**src/rtl/fetch_pkg.sv**
```systemverilog
// rtl/fetch_pkg.sv - shared constants, request-stage states and tracker entry type for the fetch sequencer
package fetch_pkg;

  localparam int NUM_WF          = 40;
  localparam int WF_ID_W         = 6;
  localparam int PC_W            = 32;
  localparam int INSTR_W         = 32;
  localparam int MAX_OUTSTANDING = 4;
  localparam int PTR_W           = $clog2(MAX_OUTSTANDING);
  localparam int CNT_W           = PTR_W + 1;

  localparam logic [0:0] REQ_IDLE = 1'b0;
  localparam logic [0:0] REQ_PEND = 1'b1;

  typedef struct packed {
    logic               squashed;
    logic [WF_ID_W-1:0] wfid;
    logic [PC_W-1:0]    pc;
  } tag_entry_t;

endpackage

```
**src/rtl/fetch_tag_fifo.sv**
```systemverilog
// rtl/fetch_tag_fifo.sv - in-order tracker of issued icache requests with squash-by-wave marking
module fetch_tag_fifo
  import fetch_pkg::*;
(
  input  logic               clk,
  input  logic               rst,
  input  logic               push,
  input  tag_entry_t         push_entry,
  input  logic               pop,
  input  logic               squash_valid,
  input  logic [WF_ID_W-1:0] squash_wfid,
  output tag_entry_t         head,
  output logic [CNT_W-1:0]   count,
  output logic               empty
);

  tag_entry_t           mem_q [MAX_OUTSTANDING];
  tag_entry_t           mem_d [MAX_OUTSTANDING];
  logic [PTR_W-1:0]     wr_ptr_q, wr_ptr_d;
  logic [PTR_W-1:0]     rd_ptr_q, rd_ptr_d;
  logic [CNT_W-1:0]     count_q, count_d;

  // Squash marks stale slots too; they are never read before being overwritten.
  always_comb begin
    mem_d = mem_q;
    for (int i = 0; i < MAX_OUTSTANDING; i++) begin
      if (squash_valid && (mem_q[i].wfid == squash_wfid)) begin
        mem_d[i].squashed = 1'b1;
      end
    end
    if (push) begin
      mem_d[wr_ptr_q] = push_entry;
    end
    wr_ptr_d = wr_ptr_q + PTR_W'(push);
    rd_ptr_d = rd_ptr_q + PTR_W'(pop);
    count_d  = count_q + CNT_W'(push) - CNT_W'(pop);
  end

  always_ff @(posedge clk) begin
    if (rst) begin
      wr_ptr_q <= '0;
      rd_ptr_q <= '0;
      count_q  <= '0;
      for (int i = 0; i < MAX_OUTSTANDING; i++) begin
        mem_q[i] <= '0;
      end
    end else begin
      wr_ptr_q <= wr_ptr_d;
      rd_ptr_q <= rd_ptr_d;
      count_q  <= count_d;
      mem_q    <= mem_d;
    end
  end

  assign head  = mem_q[rd_ptr_q];
  assign count = count_q;
  assign empty = (count_q == '0);

endmodule

```
**src/rtl/fetch_req_sequencer.sv**
```systemverilog
// rtl/fetch_req_sequencer.sv - registers arbiter fetch picks, issues them to the icache, steers in-order returns
// FETCH_PERF_CNT_EN enables the handshake / squash / stall performance counters.
module fetch_req_sequencer
  import fetch_pkg::*;
(
  input  logic               clk,
  input  logic               rst,
  input  logic               sel_valid,
  input  logic [WF_ID_W-1:0] sel_wfid,
  input  logic [PC_W-1:0]    sel_pc,
  output logic               sel_ready,
  output logic               icache_req_valid,
  output logic [PC_W-1:0]    icache_req_pc,
  input  logic               icache_req_ready,
  input  logic               icache_rsp_valid,
  input  logic [INSTR_W-1:0] icache_rsp_instr,
  input  logic               flush_valid,
  input  logic [WF_ID_W-1:0] flush_wfid,
  output logic               ib_wr_en,
  output logic [WF_ID_W-1:0] ib_wr_wfid,
  output logic [PC_W-1:0]    ib_wr_pc,
  output logic [INSTR_W-1:0] ib_wr_instr,
  output logic [NUM_WF-1:0]  wf_inflight,
  output logic [CNT_W-1:0]   outstanding_cnt,
  output logic               err_unexpected_rsp,
  output logic [31:0]        perf_req_cnt,
  output logic [31:0]        perf_squash_cnt,
  output logic [31:0]        perf_stall_cnt
);

  logic [0:0]         state_q, state_d;
  logic [WF_ID_W-1:0] req_wfid_q, req_wfid_d;
  logic [PC_W-1:0]    req_pc_q, req_pc_d;
  logic [NUM_WF-1:0]  inflight_q, inflight_d;
  logic               ib_wr_en_q, ib_wr_en_d;
  logic [WF_ID_W-1:0] ib_wr_wfid_q, ib_wr_wfid_d;
  logic [PC_W-1:0]    ib_wr_pc_q, ib_wr_pc_d;
  logic [INSTR_W-1:0] ib_wr_instr_q, ib_wr_instr_d;
  logic               err_q, err_d;

  tag_entry_t         fifo_push_entry;
  tag_entry_t         fifo_head;
  logic [CNT_W-1:0]   fifo_count;
  logic               fifo_empty;

  logic               stage_pend;
  logic               flush_hit_req;
  logic               req_hs;
  logic               req_cancel;
  logic               rsp_pop;
  logic               head_squashed;
  logic               rsp_live;
  logic [CNT_W-1:0]   total_cnt;
  logic               sel_wf_ok;
  logic               sel_busy;
  logic               accept;

  assign stage_pend    = (state_q == REQ_PEND);
  assign flush_hit_req = flush_valid && (flush_wfid == req_wfid_q);
  assign req_hs        = stage_pend && icache_req_ready;
  // Once the icache has seen valid with ready, the request is committed; flush then squashes the tracker entry.
  assign req_cancel    = stage_pend && !icache_req_ready && flush_hit_req;
  assign rsp_pop       = icache_rsp_valid && !fifo_empty;
  assign head_squashed = fifo_head.squashed || (flush_valid && (flush_wfid == fifo_head.wfid));
  assign rsp_live      = rsp_pop && !head_squashed;
  assign total_cnt     = CNT_W'(stage_pend) + fifo_count;
  assign sel_wf_ok     = (sel_wfid < WF_ID_W'(NUM_WF));
  assign sel_busy      = sel_wf_ok ? inflight_q[sel_wfid] : 1'b1;

  assign accept = !rst && sel_valid && (!stage_pend || req_hs)
               && ((total_cnt < CNT_W'(MAX_OUTSTANDING)) || rsp_pop)
               && !sel_busy
               && !(flush_valid && (flush_wfid == sel_wfid));

  assign fifo_push_entry = '{squashed: flush_hit_req, wfid: req_wfid_q, pc: req_pc_q};

  fetch_tag_fifo u_tag_fifo (
    .clk          (clk),
    .rst          (rst),
    .push         (req_hs),
    .push_entry   (fifo_push_entry),
    .pop          (rsp_pop),
    .squash_valid (flush_valid),
    .squash_wfid  (flush_wfid),
    .head         (fifo_head),
    .count        (fifo_count),
    .empty        (fifo_empty)
  );

  always_comb begin
    state_d       = state_q;
    req_wfid_d    = req_wfid_q;
    req_pc_d      = req_pc_q;
    inflight_d    = inflight_q;
    ib_wr_en_d    = rsp_live;
    ib_wr_wfid_d  = ib_wr_wfid_q;
    ib_wr_pc_d    = ib_wr_pc_q;
    ib_wr_instr_d = ib_wr_instr_q;
    err_d         = err_q || (icache_rsp_valid && fifo_empty);

    if (accept) begin
      state_d    = REQ_PEND;
      req_wfid_d = sel_wfid;
      req_pc_d   = sel_pc;
    end else if (req_hs || req_cancel) begin
      state_d = REQ_IDLE;
    end

    if (rsp_live) begin
      ib_wr_wfid_d  = fifo_head.wfid;
      ib_wr_pc_d    = fifo_head.pc;
      ib_wr_instr_d = icache_rsp_instr;
      inflight_d[fifo_head.wfid] = 1'b0;
    end
    if (flush_valid && (flush_wfid < WF_ID_W'(NUM_WF))) begin
      inflight_d[flush_wfid] = 1'b0;
    end
    if (accept) begin
      inflight_d[sel_wfid] = 1'b1;
    end
  end

  always_ff @(posedge clk) begin
    if (rst) begin
      state_q       <= REQ_IDLE;
      req_wfid_q    <= '0;
      req_pc_q      <= '0;
      inflight_q    <= '0;
      ib_wr_en_q    <= 1'b0;
      ib_wr_wfid_q  <= '0;
      ib_wr_pc_q    <= '0;
      ib_wr_instr_q <= '0;
      err_q         <= 1'b0;
    end else begin
      state_q       <= state_d;
      req_wfid_q    <= req_wfid_d;
      req_pc_q      <= req_pc_d;
      inflight_q    <= inflight_d;
      ib_wr_en_q    <= ib_wr_en_d;
      ib_wr_wfid_q  <= ib_wr_wfid_d;
      ib_wr_pc_q    <= ib_wr_pc_d;
      ib_wr_instr_q <= ib_wr_instr_d;
      err_q         <= err_d;
    end
  end

  assign sel_ready          = accept;
  assign icache_req_valid   = stage_pend;
  assign icache_req_pc      = req_pc_q;
  assign ib_wr_en           = ib_wr_en_q;
  assign ib_wr_wfid         = ib_wr_wfid_q;
  assign ib_wr_pc           = ib_wr_pc_q;
  assign ib_wr_instr        = ib_wr_instr_q;
  assign wf_inflight        = inflight_q;
  assign outstanding_cnt    = total_cnt;
  assign err_unexpected_rsp = err_q;

`ifdef FETCH_PERF_CNT_EN
  logic [31:0] perf_req_q, perf_req_d;
  logic [31:0] perf_squash_q, perf_squash_d;
  logic [31:0] perf_stall_q, perf_stall_d;

  always_comb begin
    perf_req_d    = perf_req_q + 32'(req_hs);
    perf_squash_d = perf_squash_q + 32'(rsp_pop && head_squashed);
    perf_stall_d  = perf_stall_q + 32'(stage_pend && !icache_req_ready);
  end

  always_ff @(posedge clk) begin
    if (rst) begin
      perf_req_q    <= '0;
      perf_squash_q <= '0;
      perf_stall_q  <= '0;
    end else begin
      perf_req_q    <= perf_req_d;
      perf_squash_q <= perf_squash_d;
      perf_stall_q  <= perf_stall_d;
    end
  end

  assign perf_req_cnt    = perf_req_q;
  assign perf_squash_cnt = perf_squash_q;
  assign perf_stall_cnt  = perf_stall_q;
`else
  assign perf_req_cnt    = '0;
  assign perf_squash_cnt = '0;
  assign perf_stall_cnt  = '0;
`endif

endmodule
```
**config.mk**
```make
export PLATFORM = sky130hd
export DESIGN_NAME = fetch_req_sequencer
export DESIGN_NICKNAME = d
export VERILOG_FILES = /design/src/rtl/fetch_pkg.sv /design/src/rtl/fetch_tag_fifo.sv /design/src/rtl/fetch_req_sequencer.sv
export SDC_FILE = /design/constraint.sdc
export NUM_CORES = 1
export LEC_CHECK = 0
export BUFFER_PORTS_ARGS = -buffer_cell sky130_fd_sc_hd__buf_2
export CORE_MARGIN = 5
export CORE_UTILIZATION = 55
export CTS_BUF_LIST = sky130_fd_sc_hd__clkbuf_4
export CTS_CLUSTER_SIZE = 25
export DETAILED_ROUTE_END_ITERATION = 16
export HOLD_SLACK_MARGIN = 0.02
export PLACE_DENSITY = 0.81
export SKIP_CTS_REPAIR_TIMING = 1
export SLEW_MARGIN = 15
export SYNTH_ARGS = -nofsm -noshare
export SYNTH_HDL_FRONTEND = slang
export SYNTH_HIERARCHICAL = 1
export SYNTH_SLANG_ARGS = --single-unit
```
**constraint.sdc**
```tcl
create_clock -name clk -period 3.7 [get_ports clk]
set_clock_uncertainty 0.1 [all_clocks]
set_input_delay 0.555 -clock clk [delete_from_list [all_inputs] [get_ports clk]]
set_output_delay 0.555 -clock clk [all_outputs]
set_load 0.01 [all_outputs]
```
==> results.yml, run 1 <==
synthesis:
  synth_warnings: 6
  ys.flop_type: "dfxtp_1"
  yosysTopAreaCell: "dfxtp_1"
  synth_edf_count: 0
  netlist_area_sq_um: 14620
  synth.top_cells.by_area: "dfxtp_1, nand2_1, mux4_2"
  ys_ff_latch: 314
  avgSynthCellArea_sq_um: 9.211
  ys_types: 57
  async_flop_share: 0
  syn_inst: 1587
  ys_seq_area_frac: 0.4300
  synth_top_area_frac: 0.4300
setup_path:
  path_cells: "ha_4 -> ha_4 -> xnor2_4 -> o2111ai_2 -> a41oi_1 -> or4b_4 -> or3_4 -> inv_1 -> buf_2"
  crit_cells: 9
  worstPathRequired_ns: 3.04
  worstPathMaxFanout: 3
  arrival_ns: 2.93
  endpoint: "sel_ready"
  worstSetupStartpointType: "flop"
  r2r_start: "u_tag_fifo/rd_ptr_q[1]"
  startpoint: "u_tag_fifo/count[0]"
  cp_common_cell: "ha_4"
  r2r_cells: 7
  critPathBufInv: 2
  timing.rr.end: "ib_wr_pc[5]"
  r2r_slack_ns: 0.35
  cp_top_family: "simple AND/OR/NAND/NOR gates"
  crit_slowest_cell: "or4b_4"
  criticalPathCategory: "flop to output port"
  cp-end-kind: "output port"
  cp_slowest_stage_delay_ns: 0.49
floorplanning:
  core_region_area_sq_um: 26130
  io_pins: 327
  die_h_um: 173.0
  die-width_um: 173.0
  dieArea_sq_um: 29940
  row_count: 59
  initial_utilization: 0.5594
detailed_routing:
  drtAntennaViolNets: 0
  num_vias: 12558
  drt-wirelength-per-cell_um: 18.64
  drt_pass1_iterations: 7
  drtIter0Drc: 820
  drc: 0
  wl_um: 41850
  viasPerCell: 5.594
placement:
  dp.final_hpwl_um: 26830
  io_buffer_count: 230
  placed_area_sq_um: 15440
  gp_congestion: 0.9403
cts:
  htreeDepth: 3
  clockBufferDepth: 3
  cts_tree: "built"
  path_clk_slew_ns: 0.06
  cts_root_buf: "clkbuf_4"
  clock-sinks: 314
  clk_latency_ns: 0.69
  cts_made_buffers: 83
power:
  power-per-cell-area_nw_per_um2: 475.0
  leakage_nw: 7.410
  ir_drop_mv: 0.2776
timing:
  relSlewSlack: 0.2787
  period_needed_ns: 3.585
  worst_hold_slack_ns: 0.03785
  finalHoldViolations: 0
  worst_slew_pin_slew_ns: 1.081
  fmax_ghz: 0.2789
  period_share: 0.9689
  slew_violations: 0
  setup_viol: 0
finish:
  final_nets: 1945
  drive_gt1_frac: 0.2729
  syn2layout_area_growth_pct: 16.96
  fin_area_sq_um: 17100
grt:
  grt_overflow: 0
  antenna_found_initial: 2
  grt_pass1_vias: 12150
  grt_max_degree: 163
  track_usage: 0.2547
  grt_pass1_wl_um: 63420
worst_hold_path:
  hp-class: "primary input to flop"
  min_path_cells: 3
run:
  maxCapViolCount: 0
outcome:
  status: "finished, final reports clean"
==> tightest hold or removal path, stage by stage <==
cell,delay [ns]
buf_2,0.07
mux2i_1,0.05
nor2_1,0.09
==> cell usage in the layout, fill, tap and decap left out, drive strengths merged, types with 5 or more instances in the layout <==
| cell | synthesis | final |
|---|---|---|
| a21oi | 160 | 160 |
| buf | 164 | 251 |
| clkbuf | 57 | 127 |
| clkinv | 1 | 9 |
| conb | 1 | 96 |
| dfxtp | 314 | 314 |
| dlygate4sd3 | 0 | 58 |
| ha | 6 | 6 |
| inv | 9 | 12 |
| mux2 | 41 | 41 |
| mux2i | 72 | 72 |
| mux4 | 41 | 41 |
| nand2 | 325 | 325 |
| nand3 | 10 | 10 |
| nand3b | 7 | 7 |
| nand4 | 9 | 9 |
| nor2 | 86 | 86 |
| nor2b | 50 | 50 |
| nor4 | 8 | 8 |
| o2111ai | 26 | 26 |
| o211a | 15 | 15 |
| o21ai | 19 | 19 |
| o31ai | 41 | 41 |
| or2 | 26 | 26 |
| or3b | 5 | 5 |
| xnor2 | 29 | 29 |
| xor2 | 18 | 18 |
==> layout make-up <==
cell class | count | area [sq um]
diodes | 1 | 2.502
clock buffers | 126 | 945.9
clock inverters | 12 | 60.06
fillers | 2056 | 9035
inverters | 10 | 37.54
multi-input cells | 1137 | 7408
flip-flops and latches | 314 | 6294
well taps | 335 | 419.2
repair buffers | 310 | 1931
==> cell families after synthesis <==
family | Yosys count | synth area share
AND/OR/NAND/NOR | 551 | 0.1684
other | 1 | 0.0002565
adder cells (fa/ha/maj) | 7 | 0.006505
XOR/XNOR | 47 | 0.02816
flip-flops | 314 | 0.4300
AO/OA/AOI/OAI | 282 | 0.1201
buffers and inverters | 231 | 0.09321
multiplexers | 154 | 0.1533
==> per-layer routing <==
| layer | routed length (um) | vias to the layer above | track usage |
|---|---|---|---|
| met4 | 1601 | 2 | 0.1314 |
| met3 | 3444 | 129 | 0.06332 |
| li1 | - | 5836 | - |
| met1 | 15980 | 5946 | 0.2951 |
| met2 | 20820 | 645 | 0.4377 |
| met5 | 7 | - | 0 |
==> power breakdown <==
part	internal (mW)	total (mW)	switching (mW)
Clock	1.54	2.91	1.36
Sequential	3.54	3.73	0.191
Combinational	0.666	1.49	0.821
Total	5.74	8.12	2.38
==> synthesized netlist by cell type (3+ instances only) <==
cell type / count
buf_1: 18
a31oi_1: 3
mux4_2: 41
nand2b_1: 3
o31ai_1: 41
nor2b_1: 49
nand2_1: 325
buf_2: 33
nand4_1: 9
nor4_1: 8
or3_1: 4
and3_1: 4
o211a_1: 15
or3b_2: 5
inv_1: 9
o2111ai_1: 26
or4b_2: 3
o21ai_0: 19
o31a_1: 4
ha_1: 6
a21oi_1: 160
mux2_2: 5
mux2i_1: 72
nand3b_1: 7
xnor2_1: 29
nand3_1: 10
buf_6: 8
or2_2: 25
clkbuf_1: 57
buf_4: 105
xor2_1: 18
dfxtp_1: 314
and2_1: 3
mux2_4: 36
nor2_1: 86
==> how the worst min path moves through the flow <==
stage	start	endpoint	slack [ns]
finish	icache_rsp_instr[29]	ib_wr_instr[29]	0.04
detailed placement	flop	flop	0.35
floorplan	flop	flop	0.33
CTS	sel_pc[21]	icache_req_pc[21]	-0.07
global route	icache_rsp_instr[18]	ib_wr_instr[18]	0.02
global placement	flop	flop	0.34
==> per-stage QoR <==
| stage | cells | TNS [ns] | power (mW) | setup WS, ns | util |
|---|---|---|---|---|---|
| floorplan | 1682 | 0 | 4.820 | 0.4065 | - |
| global placement | 2047 | 0 | 5.150 | 0.3644 | 0.5909 |
| detailed placement | 2047 | 0 | 5.180 | 0.3259 | 0.5909 |
| CTS | 2185 | -0.1507 | 8.084 | -0.1507 | 0.6294 |
| global route | 2245 | -0.03368 | 8.491 | -0.03368 | 0.6543 |
| finish | 2245 | 0 | 8.121 | 0.1149 | 0.6543 |
Power figures use the tool's default switching activity.
==> run 2, diff against run 1 <==
--- a/config.mk
+++ b/config.mk
@@ -7,12 +7,13 @@
 export LEC_CHECK = 0
 export BUFFER_PORTS_ARGS = -buffer_cell sky130_fd_sc_hd__buf_2
 export CORE_MARGIN = 5
-export CORE_UTILIZATION = 55
+export CORE_UTILIZATION = 51
 export CTS_BUF_LIST = sky130_fd_sc_hd__clkbuf_4
 export CTS_CLUSTER_SIZE = 25
 export DETAILED_ROUTE_END_ITERATION = 16
 export HOLD_SLACK_MARGIN = 0.02
-export PLACE_DENSITY = 0.81
+export PLACE_DENSITY = 0.79
+export REMOVE_ABC_BUFFERS = 1
 export SKIP_CTS_REPAIR_TIMING = 1
 export SLEW_MARGIN = 15
 export SYNTH_ARGS = -nofsm -noshare
==> constraint.sdc (replaced) <==
create_clock -name clk -period 3 [get_ports clk]
set_clock_uncertainty 0.1 [all_clocks]
set_input_delay 0.45 -clock clk [delete_from_list [all_inputs] [get_ports clk]]
set_output_delay 0.45 -clock clk [all_outputs]
set_load 0.01 [all_outputs]
==> results.yml, run 2 (synthesized netlist as in run 1, its figures left out) <==
outcome:
  status: "complete, but fails checks"
  violations: "negative setup slack"
detailed_routing:
  drt-wirelength-per-cell_um: 18.44
  wl_um: 43320
  viasPerCell: 5.489
  drc: 0
  drtIter0Drc: 1239
  num_vias: 12894
  drtAntennaViolNets: 0
  drt_pass1_iterations: 6
timing:
  period_needed_ns: 3.510
  rsz0062_at_grt: "true"
  setup_viol: 29
  worst_slack_ns: -0.5101
  period_share: 1.170
  worst_slew_pin_slew_ns: 0.8435
  slew_violations: 0
  relSlewSlack: 0.4376
  fmax_ghz: 0.2849
  finalHoldViolations: 0
setup_path:
  cp_common_cell: "ha_4"
  cp_slowest_stage_delay_ns: 0.48
  crit_slowest_cell: "or4b_4"
  worstPathRequired_ns: 2.45
  cp-end-kind: "output port"
  worstSetupStartpointType: "flop"
  path_cells: "ha_4 -> ha_4 -> xnor2_2 -> o2111ai_2 -> a41oi_2 -> or4b_4 -> or3_4 -> inv_2 -> buf_6"
  worstPathMaxFanout: 4
  criticalPathCategory: "flop to output port"
  cp_top_family: "simple AND/OR/NAND/NOR gates"
  arrival_ns: 2.96
  critPathBufInv: 2
power:
  pwr-share-seq: 0.443
  combPwrFrac: 0.197
  p_int_mw: 7.211
  p_clk_frac: 0.361
  sw_frac_of_total: 0.2994
  leakage_nw: 7.696
  power_switching_mw: 3.081
  power-per-cell-area_nw_per_um2: 582.2
  ir_drop_mv: 0.3156
  finalPower_mw: 10.29
floorplanning:
  initial_utilization: 0.5134
  row_count: 62
  core_region_area_sq_um: 28470
  die_h_um: 179.3
  io_pins: 327
  die-width_um: 179.3
  dieArea_sq_um: 32150
finish:
  final_util: 0.6209
  layoutNonFillerInstCount: 2349
  syn2layout_area_growth_pct: 20.94
  drive_gt1_frac: 0.2862
  final_nets: 1997
  fill_cells: 2396
  fin_area_sq_um: 17680
  mostFrequentLayoutCells: "nand2_1, dfxtp_1, buf_2"
  final_common_cell: "nand2_1"
cts:
  cts_root_buf: "clkbuf_4"
  cts_made_buffers: 81
  clock-sinks: 314
  cts_tree: "built"
  htreeDepth: 3
  path_clk_slew_ns: 0.06
  clk_latency_ns: 0.73
  clockBufferDepth: 3
run:
  maxCapViolCount: 0
grt:
  grt_overflow: 0
  grt_pass1_wl_um: 61880
  antenna_found_initial: 1
  grt_pass1_vias: 11910
  track_usage: 0.2385
  grt_max_degree: 201
worst_hold_path:
  hp-class: "primary input to flop"
placement:
  placed_area_sq_um: 15860
  io_buffer_count: 230
  dp.final_hpwl_um: 26880
  dpl.cell_count: 2140
  gp_congestion: 0.9519
## run 2: changes by cell type in the layout (fill, tap and decap cells not counted), sizes merged
cell         change
dlygate4sd3      +8
bufinv           +1
clkinv           +6
inv              +1
buf             +45
clkbuf           -6
## run 2: power groups by stage
stage	combinational, mW	clock, mW	sequential [mW]
2_1_floorplan	1.16	0	4.75
3_3_place_gp	1.84	0	4.62
3_5_place_dp	1.87	0	4.63
4_1_cts	1.88	3.77	4.54
5_1_grt	2.16	4.03	4.58
6_report	2.02	3.71	4.56
## run 2: area by class of cell
type	instances	area, sq um	share of cell area
antenna	1	2.502	0.0001416
inverter	10	37.54	0.002123
clock inverter	20	137.6	0.007785
clock buffer	119	893.4	0.05053
tap	384	480.5	0.02718
multi-input combinational	1137	7411	0.4192
sequential	314	6291	0.3559
timing repair buffer	364	2425	0.1372
## run 2: worst register-to-register path, stage by stage (launching register included)
cell and delay [ns]:
dfxtp_2 0.34, ha_4 0.16, ha_4 0.15, xnor2_2 0.16
o2111ai_2 0.17, a41oi_2 0.19, or4b_4 0.48, or3_4 0.46
buf_4 0.21, clkbuf_16 0.21, mux2_4 0.31
## run 2: worst paths after layout
path	cells after the start	slack, ns	from	endpoint
worst min-delay path	3	0.09	sel_wfid[0]	req_wfid_q[0]
worst max register to register	10	-0.03	icache_req_valid	icache_req_pc[5]
worst min register to register	2	0.35	flop	flop
worst max-delay path	9	-0.51	icache_req_valid	sel_ready
## run 2: metal layers
metal	global-route usage	routed length, um	vias up
li1	-	-	5941
met1	0.3081	16820	6152
met2	0.3914	21200	701
met3	0.05652	4101	100
met4	0.08759	1191	0
met5	0	0	-
## run 2: stage by stage
stage               setup WS [ns]  hold WS, ns  setup TNS (ns)
floorplan                  -5.767       0.3271         -649.32
global placement        -0.001277       0.3379       -0.003463
detailed placement       -0.04692       0.3437          -1.115
CTS                       -0.7056      -0.2015         -0.8420
global route              -0.6023      0.05352          -1.824
finish                    -0.5101      0.09171         -0.8740
